## config.mk

```make
export PLATFORM = sky130hd
export DESIGN_NAME = riscv_soft_alu_issue
export DESIGN_NICKNAME = d
export VERILOG_FILES = /design/src/rtl/riscv_soft_alu_issue.sv
export SDC_FILE = /design/constraint.sdc
export NUM_CORES = 1
export LEC_CHECK = 0
export CORE_UTILIZATION = 37
export CTS_BUF_LIST = sky130_fd_sc_hd__clkbuf_4 sky130_fd_sc_hd__clkbuf_8
export CTS_CLUSTER_DIAMETER = 100
export CTS_CLUSTER_SIZE = 30
export DETAILED_ROUTE_END_ITERATION = 10
export PLACE_DENSITY_LB_ADDON = 0.12
export SYNTH_ARGS = -nofsm -noshare
export SYNTH_HDL_FRONTEND = slang
export SYNTH_SLANG_ARGS = --single-unit
```

## constraint.sdc

```tcl
create_clock -name clk -period 2.38 [get_ports clk]
set_input_delay 0.714 -clock clk [delete_from_list [all_inputs] [get_ports clk]]
set_output_delay 0.714 -clock clk [all_outputs]
set_load 0.01 [all_outputs]
```

## src/rtl/riscv_soft_alu_issue.sv

```systemverilog
// ID/EX pipeline register and operand-issue stage feeding the ALU.
// Resolves rs1/rs2 through EX/WB bypass, selects PC/immediate operands,
// inserts a single bubble on load-use and honours backpressure and flush.
module riscv_soft_alu_issue #(
    parameter int XPR_LEN = 32
) (
    input  logic               clk,
    input  logic               reset_n,
    input  logic               flush,
    input  logic               id_valid,
    output logic               id_ready,
    input  logic [3:0]         id_alu_op,
    input  logic [4:0]         id_rs1_addr,
    input  logic [4:0]         id_rs2_addr,
    input  logic [XPR_LEN-1:0] id_rs1_data,
    input  logic [XPR_LEN-1:0] id_rs2_data,
    input  logic [XPR_LEN-1:0] id_pc,
    input  logic [XPR_LEN-1:0] id_imm,
    input  logic               id_use_pc,
    input  logic               id_use_imm,
    input  logic [4:0]         id_rd_addr,
    input  logic               id_wen,
    input  logic               id_is_load,
    input  logic [XPR_LEN-1:0] ex_alu_result,
    input  logic               wb_wen,
    input  logic [4:0]         wb_rd_addr,
    input  logic [XPR_LEN-1:0] wb_data,
    output logic               ex_valid,
    input  logic               ex_ready,
    output logic [3:0]         ex_alu_op,
    output logic [XPR_LEN-1:0] ex_operand_1,
    output logic [XPR_LEN-1:0] ex_operand_2,
    output logic [4:0]         ex_rd_addr,
    output logic               ex_wen,
    output logic               ex_is_load
);

    logic               ex_valid_q,   ex_valid_d;
    logic [3:0]         ex_alu_op_q,  ex_alu_op_d;
    logic [XPR_LEN-1:0] ex_op1_q,     ex_op1_d;
    logic [XPR_LEN-1:0] ex_op2_q,     ex_op2_d;
    logic [4:0]         ex_rd_addr_q, ex_rd_addr_d;
    logic               ex_wen_q,     ex_wen_d;
    logic               ex_is_load_q, ex_is_load_d;

    logic               adv;
    logic               hazard;
    logic               transfer;
    logic [XPR_LEN-1:0] fwd_rs1;
    logic [XPR_LEN-1:0] fwd_rs2;

    // Handshake: EX can take a new instruction when empty or draining; a load
    // in EX whose result a real source operand needs forces one bubble.
    always_comb begin
        adv      = !ex_valid_q || ex_ready;
        hazard   = ex_valid_q && ex_is_load_q && ex_wen_q && (ex_rd_addr_q != 5'd0) &&
                   ((!id_use_pc  && (id_rs1_addr == ex_rd_addr_q)) ||
                    (!id_use_imm && (id_rs2_addr == ex_rd_addr_q)));
        id_ready = adv && !hazard && !flush;
        transfer = id_valid && id_ready;
    end

    // Bypass network: x0 is hardwired, EX (younger) beats WB, then regfile.
    // Loads in EX never forward since their data is not known yet.
    always_comb begin
        if (id_rs1_addr == 5'd0)
            fwd_rs1 = '0;
        else if (ex_valid_q && ex_wen_q && !ex_is_load_q && (ex_rd_addr_q == id_rs1_addr))
            fwd_rs1 = ex_alu_result;
        else if (wb_wen && (wb_rd_addr == id_rs1_addr))
            fwd_rs1 = wb_data;
        else
            fwd_rs1 = id_rs1_data;

        if (id_rs2_addr == 5'd0)
            fwd_rs2 = '0;
        else if (ex_valid_q && ex_wen_q && !ex_is_load_q && (ex_rd_addr_q == id_rs2_addr))
            fwd_rs2 = ex_alu_result;
        else if (wb_wen && (wb_rd_addr == id_rs2_addr))
            fwd_rs2 = wb_data;
        else
            fwd_rs2 = id_rs2_data;
    end

    // Next-state for the EX register: flush kills, stall holds, otherwise load
    // on transfer or bubble. Payload is left untouched when nothing is loaded.
    always_comb begin
        ex_valid_d   = ex_valid_q;
        ex_alu_op_d  = ex_alu_op_q;
        ex_op1_d     = ex_op1_q;
        ex_op2_d     = ex_op2_q;
        ex_rd_addr_d = ex_rd_addr_q;
        ex_wen_d     = ex_wen_q;
        ex_is_load_d = ex_is_load_q;
        if (flush) begin
            ex_valid_d = 1'b0;
        end else if (adv) begin
            ex_valid_d = transfer;
            if (transfer) begin
                ex_alu_op_d  = id_alu_op;
                ex_op1_d     = id_use_pc  ? id_pc  : fwd_rs1;
                ex_op2_d     = id_use_imm ? id_imm : fwd_rs2;
                ex_rd_addr_d = id_rd_addr;
                ex_wen_d     = id_wen;
                ex_is_load_d = id_is_load;
            end
        end
    end

    // EX pipeline register.
    always_ff @(posedge clk or negedge reset_n) begin
        if (!reset_n) begin
            ex_valid_q   <= 1'b0;
            ex_alu_op_q  <= '0;
            ex_op1_q     <= '0;
            ex_op2_q     <= '0;
            ex_rd_addr_q <= '0;
            ex_wen_q     <= 1'b0;
            ex_is_load_q <= 1'b0;
        end else begin
            ex_valid_q   <= ex_valid_d;
            ex_alu_op_q  <= ex_alu_op_d;
            ex_op1_q     <= ex_op1_d;
            ex_op2_q     <= ex_op2_d;
            ex_rd_addr_q <= ex_rd_addr_d;
            ex_wen_q     <= ex_wen_d;
            ex_is_load_q <= ex_is_load_d;
        end
    end

    assign ex_valid     = ex_valid_q;
    assign ex_alu_op    = ex_alu_op_q;
    assign ex_operand_1 = ex_op1_q;
    assign ex_operand_2 = ex_op2_q;
    assign ex_rd_addr   = ex_rd_addr_q;
    assign ex_wen       = ex_wen_q;
    assign ex_is_load   = ex_is_load_q;

endmodule
```

Word-level counts from Yosys, hierarchy flattened
Cells that the tools add are included.
Word-level totals
  word-level logic and storage cells: 52
  output and inout port bits: 77
  memories kept: 0
  register bits: 76
  RAM bits: 0
  ROM bits: 0
  latch bits: 0
Cells by class
  $mul: 0
  div/mod/pow operators: 0
  equal/unequal tests: 6
  shifts and indexed selects: 0
  add/sub/neg operators: 0
  reduce and logical (&&, ||, !) cells: 28
  $lt $le $gt $ge: 0
  bitwise operators: 1
  muxes and demuxes: 10
Operators with widths (number)
  two-way mux 32 bit: 8
  == test 5 bit: 6
  logical AND 1 bit: 15
  zero test 5 bit: 2
  zero test 1 bit: 6
  nonzero test 5 bit: 1
  AND reduction 3 bit: 1
  logical OR 1 bit: 2
  two-way mux 1 bit: 2
  nonzero test 2 bit: 1
  NOT 1 bit: 1

Logic depth before layout (Yosys ltp)
  depth in word-level cells: 10
  depth in mapped cells: 7
  mapped depth without buffers: 5

Worst setup path before layout
OpenSTA, ideal clock, no wires.
  kind: input port to output port
  start point: input id_rs1_addr[2]
  end point: output id_ready
  stages: 6
  data required time: 1.666 ns
  arrival time: 1.744 ns
  slack: -0.078 ns
  path through: xor2_1 -> nor3_2 -> a22o_1 -> nand2_1 -> buf_2 -> and2_1
Between the ends
  longest elaborated chain between the ends: 7
Ends and longest elaborated chain
  start: declaration: RTL line 13  | input logic [4:0] id_rs1_addr,
  == test 5 bit: RTL line 57  | ((!id_use_pc && (id_rs1_addr == ex_rd_addr_q)) ||
  logical AND 1 bit: RTL line 57
  logical OR 1 bit: RTL line 57
  logical AND 1 bit: RTL line 56  | hazard = ex_valid_q && ex_is_load_q && ex_wen_q && (ex_rd_addr_q != 5'd0) &&
  zero test 1 bit: RTL line 59  | id_ready = adv && !hazard && !flush;
  logical AND 1 bit (2 in a row): RTL line 59
  end: declaration: RTL line 11  | output logic id_ready,
Every way passes these cells.

Worst setup path in the final report
  start point: input id_rs2_addr[4]
  end point: output id_ready
Between the ends
  longest elaborated chain between the ends: 7
Ends and longest elaborated chain
  start: declaration: RTL line 14  | input logic [4:0] id_rs2_addr,
  == test 5 bit: RTL line 58  | (!id_use_imm && (id_rs2_addr == ex_rd_addr_q)));
  logical AND 1 bit: RTL line 58
  logical OR 1 bit: RTL line 57
  logical AND 1 bit: RTL line 56
  zero test 1 bit: RTL line 59
  logical AND 1 bit (2 in a row): RTL line 59
Every way passes these cells.

==> key figures <==
Clock tree
  • Clock tree buffer depth: 2
  • Clk slew on worst S/H paths: 0.09 ns
  • Later-pin clock latency in the skew report: 0.38 ns
  • CTS tree: built
  • H-tree depth: 3
  • CTS sink cnt: 76
  • Root Buffer: clkbuf_8
  • Inserted Clock Buffers: 9

Synthesis
  • Sequential share of the synthesized area: 0.3290
  • Area fraction of the dominant cell type after synthesis: 0.3290
  • FF+latch count, synth: 76
  • Cell area after synthesis: 5781 um^2
  • Synth warn: 0
  • Leading area contributor after synthesis: dfrtp_1
  • Syn Inst Count: 703
  • Syn Area/Cell: 8.223 um^2
  • Top cells by area, synth: dfrtp_1, a32oi_1, o31ai_1, and3_1, a31oi_1
  • Post-synth net total: 929
  • Synth cell types: 32

Floorplan
  • Initial Util: 0.3802
  • Die area: 16130 um^2
  • I/O pin cnt: 303
  • Row count: 45
  • Die Ht: 127.0 um
  • Die W: 127.0 um
  • Core area: 15200 um^2

Power
  • Peak VDD IR: 312.9 uV
  • PD cells: 496.9 nW/um^2
  • Leak Pwr: 0.004478 uW

Routing
  • Routed via count: 7213
  • Post-Route WL: 25950 um
  • Drt drc: 0
  • Pre-antenna DRT Iters: 5
  • DR WL/cell: 21.34 um
  • Antenna-violating nets left: 0
  • Routed vias/inst: 5.932
  • Initial DRC count: 545

Critical path
  • Delay-heaviest family, CP: simple AND/OR/NAND/NOR gates
  • Worst path max stage delay: 0.21 ns
  • CP bufs+invs: 2
  • Setup CP Type: input port to output port
  • Crit path cell chain: clkbuf_2, xor2_2, nor3_2, a22o_1, nand2_2, and2_4, buf_6
  • Worst-path fanout max: 2
  • Crit end category: output port
  • Startpoint types: input port
  • CP Data Arrival Time: 1.76 ns
  • Critical Path RT: 1.67 ns
  • Slowest-stage cell, CP: nor3_2

Global routing
  • Number of global-route vias before repair: 7048
  • Largest net degree at the start of global routing: 65
  • Initial antenna violation count: 2
  • First-pass GRT wire length: 38760 um
  • Grt total ovfl: 0
  • Total GRT Usage: 0.3104

Run
  • Maxcap violations: 0

STA
  • Fin worst setup slack: -0.09256 ns
  • Worst-Margin Slew: 0.7286 ns
  • Period utilization: 1.039
  • Rel. slew slack: 0.5143
  • Max Slew Vio Count: 0
  • Final Setup Violations: 1
  • Max Clock Skew: 0.01387 ns
  • Final hold vios: 0
  • Final min period: 2.473 ns
  • Peak Freq: 404.4 MHz
  • Fin Setup TNS: -0.09256 ns
  • RSZ-0062 raised after global routing: yes
  • Worst hold margin: 0.3155 ns

Placement
  • Final RePlAce weighted congestion: 0.9290
  • HPWL Detailed: 18240 um
  • Area after DPL: 9435 um^2
  • PortBufs: 302

Run status
  • Outcome: finished with violations
  • Failing checks: negative setup slack

Layout
  • Syn-to-layout area delta: 75.58%
  • Share of layout cells above drive strength 1: 0.1608
  • Layout net count: 1247
  • Post-Layout Inst Area: 10150 um^2

Min path
  • Worst min-delay path category: input port to asynchronous set/reset pin
## logic make-up after synthesis
logic type | Yosys count | synth area share
flops | 76 | 0.3290
simple gates | 121 | 0.1203
mux | 11 | 0.02143
xor+xnor | 20 | 0.03030
buf+inv | 149 | 0.1039
compound gates | 326 | 0.3950
## flip-flops by register name (all words and copies together), names as in the netlist
| register | flops |
|---|---|
| ex_alu_op | 4 |
| ex_is_load | 1 |
| ex_operand_1 | 32 |
| ex_operand_2 | 32 |
| ex_rd_addr | 5 |
| ex_valid | 1 |
| ex_wen | 1 |
## placed cells by master, fill, tap and decap left out, drive strengths merged, types with 3 or more instances in the layout
cell	synthesis	final
clkbuf	52	16
o31ai	64	64
clkdlybuf4s50	0	284
and2	3	3
nor3	5	5
nand2	3	3
xor2	18	18
and3	66	66
inv	64	65
a21oi	65	65
a21boi	64	64
a32oi	64	64
dfrtp	76	76
buf	33	97
mux2	11	11
dlymetal6s2s	0	3
nor2	36	36
a31oi	64	64
## routing by layer
| metal | GRT usage | vias up | share of wire |
|---|---|---|---|
| li1 | - | 3293 | - |
| met3 | 0.05360 | 57 | 0.077 |
| met1 | 0.3930 | 3447 | 0.40 |
| met2 | 0.5271 | 416 | 0.48 |
| met5 | 0 | - | 0 |
| met4 | 0.1232 | 0 | 0.034 |
## worst paths after layout
path / cells after the start / slack (ns) / start / end
max in group asynchronous: 2 / 1.44 / reset_n / ex_operand_1[2]$_DFFE_PN0P_
min in group clk: 1 / 0.50 / ex_alu_op[0]$_DFFE_PN0P_ / ex_alu_op[0]$_DFFE_PN0P_
min reg2reg: 1 / 0.50 / ex_alu_op[0]$_DFFE_PN0P_ / ex_alu_op[0]$_DFFE_PN0P_
max reg2reg: 12 / 0.07 / ex_rd_addr[0]$_DFFE_PN0P_ / ex_operand_1[13]$_DFFE_PN0P_
max: 7 / -0.09 / id_rs2_addr[4] / id_ready
min: 1 / 0.32 / reset_n / ex_operand_2[28]$_DFFE_PN0P_
## what timing repair did
action                     CTS  global route
gates resized for setup     80            23
hold buffers                 0             0
cloned                       3             5
buffers inserted            17             7
setup endpoints to repair   65            53
pin swaps                   19            14
## cell usage after synthesis (all sizes together)
library cell,n
xor2,18
a22o,1
and2,3
inv,64
a32oi,64
nor2b,1
nand3b,1
clkbuf,52
nor4,2
nand2b,1
mux2,11
nor3,5
a21boi,64
o31ai,64
o21bai,2
dfrtp,76
nand2,3
buf,33
a31oi,64
xnor2,2
nor2,36
and3,66
a21oi,65
nand3,1
a21o,1
o21ai,1
or4,2
## through the flow
step	instances	setup WS [ns]	total power, uW	util
finish	1216	-0.09256	5044	0.6677
global route	1216	-0.1736	5265	0.6677
CTS	1205	-0.07865	4963	0.6527
detailed placement	1171	-0.8835	3751	0.6207
global placement	1171	-0.8689	3718	0.6207
floorplan	703	-0.03756	2462	-
## worst register-to-register path, cell delays in order, from the launching register on
cell and delay (ns):
dfrtp_2 0.46, xor2_2 0.20, buf_4 0.13, buf_4 0.09, buf_4 0.09, buf_4 0.10, buf_4 0.11, nor2_4 0.04
and3_4 0.20, buf_4 0.15, buf_12 0.13, o31ai_1 0.32, a32oi_1 0.15
## power breakdown
group / switching [uW] / leakage, uW / internal, uW / total [uW]
Sequential: 164 / 0.000845 / 1520 / 1680
Clock: 559 / 0.000102 / 544 / 1100
Combinational: 1020 / 0.00353 / 1240 / 2260
## area by class of cell
type	instances	area (um^2)
Clock buffer	11	151.4
Tap cell	188	235.2
Sequential cell	76	1907
Timing Repair Buffer	392	4031
Inverter	64	240.2
Antenna cell	2	5.005
Clock inverter	5	58.81
Fill cell	1233	5052
Multi-Input combinational cell	478	3521
Note: power is estimated with default switching activity, not from simulation.
